===== src/rtl/pcieifc_pkg.sv =====
// pcieifc_pkg: shared RQ constants, packet-store word layout and state encoding.
package pcieifc_pkg;
    localparam int RQ_TUSER_W = 60;
    localparam int DATA_LSB = 0;
    function automatic int USER_LSB(int data_w);
        return data_w;
    endfunction
    function automatic int KEEP_LSB(int data_w, int user_w);
        return data_w + user_w;
    endfunction
    function automatic int TLAST_BIT(int data_w, int user_w, int keep_w);
        return data_w + user_w + keep_w;
    endfunction
    typedef enum logic {ST_STORE, ST_CUT} rq_state_e;
endpackage


===== src/rtl/rq_pkt_store_if.sv =====
// rq_pkt_store_if: AXI-Stream RQ beat bundle with master/slave views.
interface rq_pkt_store_if #(
    parameter int DATA_W = 256,
    parameter int KEEP_W = DATA_W / 32,
    parameter int USER_W = 8
);
    logic              tvalid;
    logic              tready;
    logic              tlast;
    logic [DATA_W-1:0] tdata;
    logic [KEEP_W-1:0] tkeep;
    logic [USER_W-1:0] tuser;
    modport master(output tvalid, tlast, tdata, tkeep, tuser, input tready);
    modport slave(input tvalid, tlast, tdata, tkeep, tuser, output tready);
endinterface


===== src/rtl/rq_pkt_store_mem.sv =====
// rq_pkt_store_mem: first-word-fall-through RAM; full/empty come from occupancy, not pointer equality.
module rq_pkt_store_mem #(
    parameter int W      = 8,
    parameter int ADDR_W = 4
) (
    input  logic              pcie_clk,
    input  logic              pcie_rst,
    input  logic              wen,
    input  logic [W-1:0]      din,
    input  logic              ren,
    output logic [W-1:0]      dout,
    output logic [ADDR_W:0]   occupancy
);
    logic [W-1:0]      mem [2**ADDR_W];
    logic [ADDR_W-1:0] wr_ptr;
    logic [ADDR_W-1:0] rd_ptr;

    always_ff @(posedge pcie_clk)
        if (wen) mem[wr_ptr] <= din;

    always_ff @(posedge pcie_clk)
        if (pcie_rst) begin
            wr_ptr    <= '0;
            rd_ptr    <= '0;
            occupancy <= '0;
        end else begin
            wr_ptr    <= wr_ptr + ADDR_W'(wen);
            rd_ptr    <= rd_ptr + ADDR_W'(ren);
            occupancy <= occupancy + (ADDR_W+1)'(wen) - (ADDR_W+1)'(ren);
        end

    assign dout = mem[rd_ptr];
endmodule


===== src/rtl/rq_pkt_store.sv =====
// rq_pkt_store: store-and-forward RQ packet buffer with cut-through fallback for oversize packets.
// Define RQ_PKT_STORE_STAT_EN to add the stat_pkt_in/stat_pkt_out/stat_cut_cnt counters.
module rq_pkt_store
    import pcieifc_pkg::*;
#(
    parameter int DATA_W = 256,
    parameter int KEEP_W = DATA_W / 32,
    parameter int USER_W = 8,
    parameter int ADDR_W = 4
) (
    input  logic            pcie_clk,
    input  logic            pcie_rst,
    rq_pkt_store_if.slave   s_axis_rq,
    rq_pkt_store_if.master  m_axis_rq,
    output logic [ADDR_W:0] occupancy,
    output logic [ADDR_W:0] pkt_cnt,
    output logic            cut_through
`ifdef RQ_PKT_STORE_STAT_EN
    ,
    output logic [31:0]     stat_pkt_in,
    output logic [31:0]     stat_pkt_out,
    output logic [15:0]     stat_cut_cnt
`endif
);
    localparam int UL = USER_LSB(DATA_W);
    localparam int KL = KEEP_LSB(DATA_W, USER_W);
    localparam int TB = TLAST_BIT(DATA_W, USER_W, KEEP_W);
    localparam int W  = TB + 2;

    logic [W-1:0] din, dout;
    logic         wen, ren, full, empty, rd_last, rd_tag;
    rq_state_e    state, state_n;

    // Top bit tags beats written during CUT so only the oversize packet's tlast ends it.
    assign din     = {cut_through, s_axis_rq.tlast, s_axis_rq.tkeep, s_axis_rq.tuser, s_axis_rq.tdata};
    assign full    = occupancy[ADDR_W];
    assign empty   = occupancy == '0;
    assign rd_last = dout[TB];
    assign rd_tag  = dout[TB+1];
    assign wen     = s_axis_rq.tvalid && !full;
    assign ren     = m_axis_rq.tvalid && m_axis_rq.tready;

    rq_pkt_store_mem #(.W(W), .ADDR_W(ADDR_W)) u_mem (
        .pcie_clk  (pcie_clk),
        .pcie_rst  (pcie_rst),
        .wen       (wen),
        .din       (din),
        .ren       (ren),
        .dout      (dout),
        .occupancy (occupancy)
    );

    assign cut_through        = state == ST_CUT || (full && pkt_cnt == '0);
    assign s_axis_rq.tready   = !full;
    assign m_axis_rq.tvalid   = !empty && (pkt_cnt != '0 || cut_through);
    assign m_axis_rq.tdata    = m_axis_rq.tvalid ? dout[DATA_LSB +: DATA_W] : '0;
    assign m_axis_rq.tkeep    = m_axis_rq.tvalid ? dout[KL +: KEEP_W] : '0;
    assign m_axis_rq.tuser    = m_axis_rq.tvalid ? RQ_TUSER_W'(dout[UL +: USER_W]) : '0;
    assign m_axis_rq.tlast    = m_axis_rq.tvalid && rd_last;

    always_ff @(posedge pcie_clk)
        state <= pcie_rst ? ST_STORE : state_n;

    always_comb begin
        state_n = state;
        state_n = cut_through && !(ren && rd_last && rd_tag) ? ST_CUT : ST_STORE;
    end

    always_ff @(posedge pcie_clk)
        if (pcie_rst) pkt_cnt <= '0;
        else pkt_cnt <= pkt_cnt + (ADDR_W+1)'(wen && s_axis_rq.tlast) - (ADDR_W+1)'(ren && rd_last);

`ifdef RQ_PKT_STORE_STAT_EN
    always_ff @(posedge pcie_clk)
        if (pcie_rst) begin
            stat_pkt_in  <= '0;
            stat_pkt_out <= '0;
            stat_cut_cnt <= '0;
        end else begin
            stat_pkt_in  <= stat_pkt_in + 32'(wen && s_axis_rq.tlast);
            stat_pkt_out <= stat_pkt_out + 32'(ren && rd_last);
            stat_cut_cnt <= stat_cut_cnt + 16'(state == ST_STORE && cut_through && stat_cut_cnt != 16'hFFFF);
        end
`endif
endmodule


===== src/flat_wrapper.sv =====
// flat-port wrapper written by rule: the top's interface ports become plain ports
module rq_pkt_store_flat import pcieifc_pkg::*;
#(
    parameter int DATA_W = 256,
    parameter int KEEP_W = DATA_W / 32,
    parameter int USER_W = 8,
    parameter int ADDR_W = 4
)
  (pcie_clk, pcie_rst, occupancy, pkt_cnt, cut_through, s_axis_rq_tvalid, s_axis_rq_tlast, s_axis_rq_tdata, s_axis_rq_tkeep, s_axis_rq_tuser, s_axis_rq_tready, m_axis_rq_tvalid, m_axis_rq_tlast, m_axis_rq_tdata, m_axis_rq_tkeep, m_axis_rq_tuser, m_axis_rq_tready);
  rq_pkt_store_if #(.DATA_W(DATA_W), .KEEP_W(KEEP_W), .USER_W(USER_W)) s_axis_rq_i ();
  rq_pkt_store_if #(.DATA_W(DATA_W), .KEEP_W(KEEP_W), .USER_W(USER_W)) m_axis_rq_i ();
  input  logic pcie_clk;
  input  logic pcie_rst;
  output logic [ADDR_W:0] occupancy;
  output logic [ADDR_W:0] pkt_cnt;
  output logic cut_through;
  input wire logic [$bits(s_axis_rq_i.tvalid)-1:0] s_axis_rq_tvalid;
  input wire logic [$bits(s_axis_rq_i.tlast)-1:0] s_axis_rq_tlast;
  input wire logic [$bits(s_axis_rq_i.tdata)-1:0] s_axis_rq_tdata;
  input wire logic [$bits(s_axis_rq_i.tkeep)-1:0] s_axis_rq_tkeep;
  input wire logic [$bits(s_axis_rq_i.tuser)-1:0] s_axis_rq_tuser;
  output wire logic [$bits(s_axis_rq_i.tready)-1:0] s_axis_rq_tready;
  output wire logic [$bits(m_axis_rq_i.tvalid)-1:0] m_axis_rq_tvalid;
  output wire logic [$bits(m_axis_rq_i.tlast)-1:0] m_axis_rq_tlast;
  output wire logic [$bits(m_axis_rq_i.tdata)-1:0] m_axis_rq_tdata;
  output wire logic [$bits(m_axis_rq_i.tkeep)-1:0] m_axis_rq_tkeep;
  output wire logic [$bits(m_axis_rq_i.tuser)-1:0] m_axis_rq_tuser;
  input wire logic [$bits(m_axis_rq_i.tready)-1:0] m_axis_rq_tready;
  assign s_axis_rq_i.tvalid = s_axis_rq_tvalid;
  assign s_axis_rq_i.tlast = s_axis_rq_tlast;
  assign s_axis_rq_i.tdata = s_axis_rq_tdata;
  assign s_axis_rq_i.tkeep = s_axis_rq_tkeep;
  assign s_axis_rq_i.tuser = s_axis_rq_tuser;
  assign s_axis_rq_tready = s_axis_rq_i.tready;
  assign m_axis_rq_tvalid = m_axis_rq_i.tvalid;
  assign m_axis_rq_tlast = m_axis_rq_i.tlast;
  assign m_axis_rq_tdata = m_axis_rq_i.tdata;
  assign m_axis_rq_tkeep = m_axis_rq_i.tkeep;
  assign m_axis_rq_tuser = m_axis_rq_i.tuser;
  assign m_axis_rq_i.tready = m_axis_rq_tready;
  rq_pkt_store #(.DATA_W(DATA_W), .KEEP_W(KEEP_W), .USER_W(USER_W), .ADDR_W(ADDR_W)) u_core (.pcie_clk(pcie_clk), .pcie_rst(pcie_rst), .s_axis_rq(s_axis_rq_i), .m_axis_rq(m_axis_rq_i), .occupancy(occupancy), .pkt_cnt(pkt_cnt), .cut_through(cut_through));
endmodule

===== config.mk =====
export PLATFORM = sky130hd
export DESIGN_NAME = rq_pkt_store_flat
export DESIGN_NICKNAME = d
export VERILOG_FILES = /design/src/rtl/pcieifc_pkg.sv /design/src/rtl/rq_pkt_store_if.sv /design/src/rtl/rq_pkt_store_mem.sv /design/src/rtl/rq_pkt_store.sv /design/src/flat_wrapper.sv
export SDC_FILE = /design/constraint.sdc
export NUM_CORES = 2
export LEC_CHECK = 0
export BUFFER_PORTS_ARGS = -buffer_cell sky130_fd_sc_hd__clkbuf_2
export CAP_MARGIN = 20
export CORE_MARGIN = 8
export CORE_UTILIZATION = 25
export DETAILED_ROUTE_END_ITERATION = 7
export MAX_ROUTING_LAYER = met4
export PLACE_DENSITY = 0.43
export SKIP_LAST_GASP = 1
export SYNTH_ARGS = -nofsm -noshare
export SYNTH_HDL_FRONTEND = slang
export SYNTH_MEMORY_MAX_BITS = 65536
export SYNTH_SLANG_ARGS = --single-unit

===== constraint.sdc =====
create_clock -name pcie_clk -period 23.7 [get_ports pcie_clk]
set_input_delay 2.37 -clock pcie_clk [delete_from_list [all_inputs] [get_ports pcie_clk]]
set_output_delay 2.37 -clock pcie_clk [all_outputs]
set_load 0.01 [all_outputs]

==> results.ini <==
[run_status]
status = finished clean

[worst_setup_path]
r2r-start = u_core.u_mem.occupancy[4]$_SDFF_PP0_
path_class = flop to output pin
startpoint = u_core.u_mem.rd_ptr[1]$_SDFF_PP0_
arrival_ns = 7.61
start_kind = flop
cp_max_fo = 66
worst_ep_required_time_ns = 21.33
endpoint_kind = output pin

[placement]
place_area_sq_mm = 0.1811
gp_congestion = 0.7075
port-buffer-count = 562
place.detailed.hpwl_microns = 238100

[die]
die_h_microns = 833.5
die_w_microns = 833.5
start_util = 0.2506
rows = 300
die_area_sq_mm = 0.6948
pin_count = 563
core_sq_mm = 0.6666

[power]
ir_drop_uv = 122.9
p_leak_uw = 0.05893
power_density_mw_per_mm2 = 104.9

[min_path]
hp-start = u_core.u_mem.wr_ptr[3]$_SDFF_PP0_
holdCritPathClass = flop to flop

[timing]
finClkSkew_ns = 0.08462
worstMarginPinSlew_ns = 1.178
hold_viol = 0
post-route-period-util = 0.4213
slew_violations = 0
clock.fmax_ghz = 0.1002
setup_violations = 0
rsz0062_at_grt = false
fin_tns_setup_ns = 0
maxSlewHeadroom = 0.2149
fin_crit_ns = 9.985

[synth]
yosys-top-cells-area = edfxtp_1 (79%), mux4_2 (18%), and2_1 (1.0%), clkbuf_1 (0.42%), dfxtp_1 (0.23%)
avgSynthCellArea_sq_um = 25.67
ys_seq_area_frac = 0.7902
synthArstFlopShare = 0
syn_nets = 6801
yosysTopAreaCellShare = 0.7879
synth-main-ff-cell = edfxtp_1
synth-seq-cells = 4403
synthesis.area_sq_mm = 0.1671
syn_inst = 6508
ys_types = 36
synth-edff-count = 4384
synth_area_leader_cell = edfxtp_1
ys_warn_count = 0

[global_route]
track_usage = 0.1324
grt_max_degree = 143
use_met2 = 0.2172
grt_overflow = 0
met3_usage = 0.02557
grtUsageMet1 = 0.1699
top_usage_layer = met2
antenna_found_initial = 152
grt_pass1_vias = 80600
grt_pass1_wl_microns = 641200

[final_layout]
final_cell_mix = edfxtp_1 (4384), mux4_2 (1368), clkbuf_2 (562), clkbuf_16 (483), and2_1 (274)
drive_gt1_frac = 0.3597
multi_input_area_sq_mm = 0.03340
syn2layout_area_growth_pct = 17.83
fillers = 64470
layout_commonest_cell = edfxtp_1
fin_nets = 7678
final-seq-area_sq_mm = 0.1320
final_area_sq_mm = 0.1969

[clocking]
ctsResizeCount = 0
cts_sinks = 4403
postCtsSetupBuffers = 0
numCtsBuffers = 478
clk_transition_reported_paths_ns = 0.06
root_buffer = clkbuf_16
cts_tree = built
clk_latency_ns = 1.03
htree_num_levels = 5
cts_hold_buf = 0
cts-root-to-sink-buffers = 4

[drt]
vias = 74290
viasPerCell = 4.434
drtIter0Drc = 6564
remaining_drc_errors = 0
routed_wl_microns = 460500
wl_per_cell_microns = 27.48
drtAntennaViolNets = 0
dr.pass1.iters = 5

[job]
maxCapViolCount = 0

## where the power goes
| group | switching, uW | total (uW) | internal, uW |
|---|---|---|---|
| registers | 79.5 | 8880 | 8800 |
| clock network | 3110 | 7370 | 4250 |
| logic | 2430 | 4410 | 1980 |
## cells in the mapped netlist (3+ instances only)
cell,n
a21oi_1,5
nand2b_1,3
and2_1,274
xor2_1,4
inv_1,19
nor2_1,23
buf_6,29
nor2b_1,11
clkbuf_1,186
ha_1,14
xnor2_1,5
buf_2,70
nand3_1,4
edfxtp_1,4384
a21o_1,3
nor3_1,7
buf_1,22
dfxtp_1,19
mux2i_1,4
buf_4,32
mux4_2,1368
## worst paths after layout
path              slack, ns  cells past startpoint                                end
setup reg to reg      17.73                      7  u_core.u_mem.mem[7][76]$_DFFE_PP_
setup / recovery      13.72                      9               m_axis_rq_tdata[133]
hold / removal         0.60                      2  u_core.u_mem.wr_ptr[3]$_SDFF_PP0_
hold reg to reg        0.60                      2  u_core.u_mem.wr_ptr[3]$_SDFF_PP0_
## worst max-delay path, cell delays in order, from the launching register on
cell and delay (ns):
dfxtp_4 0.72, buf_4 0.76, buf_4 0.68, buf_4 0.91
buf_4 0.89, buf_4 0.91, mux4_2 0.43, mux4_2 0.55
and2_1 0.24, clkbuf_2 0.15
## area by class of cell
class / instances / share of cell area
inverter: 20 / 0.0004195
multi-input combinational: 1746 / 0.1696
antenna: 62 / 0.0007881
tap: 8909 / 0.05662
clock inverter: 284 / 0.01506
sequential: 4403 / 0.6707
clock buffer: 595 / 0.06378
timing repair buffer: 736 / 0.02301
## stage by stage
stage	total power, uW	util	hold slack (ns)	setup slack [ns]	cells
after CTS	21040	0.2949	0.5949	13.44	16690
after detailed placement	13610	0.2716	0.5780	14.62	15810
after floorplan	11960	-	0.5279	0.8393	6508
after global placement	13580	0.2716	0.5679	14.67	15810
after global routing	21490	0.2953	0.6727	13.17	16750
final	20650	0.2953	0.5980	13.72	16760
## flip-flops by register name, summed over array words and instances (netlist names)
signal                  flops
u_core.pkt_cnt              5
u_core.state                1
u_core.u_mem.mem         4384
u_core.u_mem.occupancy      5
u_core.u_mem.rd_ptr         4
u_core.u_mem.wr_ptr         4
## layer usage
metal	vias to the layer above	part of all wire
met5	-	0
met4	0	0.023
met3	670	0.055
met2	2074	0.50
met1	41360	0.43
li1	30190	-
## cells by family (layout without fill, tap and decap cells)
logic type,Yosys count,after routing,synth area share
xor+xnor,9,9,0.0004717
simple gates,332,332,0.01205
fa+ha+maj,16,16,0.001288
flops,4403,4403,0.7902
buf+inv,359,1635,0.01061
other cells,0,62,0
compound gates,15,15,0.0006364
mux,1374,1374,0.1848
Power figures use the tool's default switching activity.
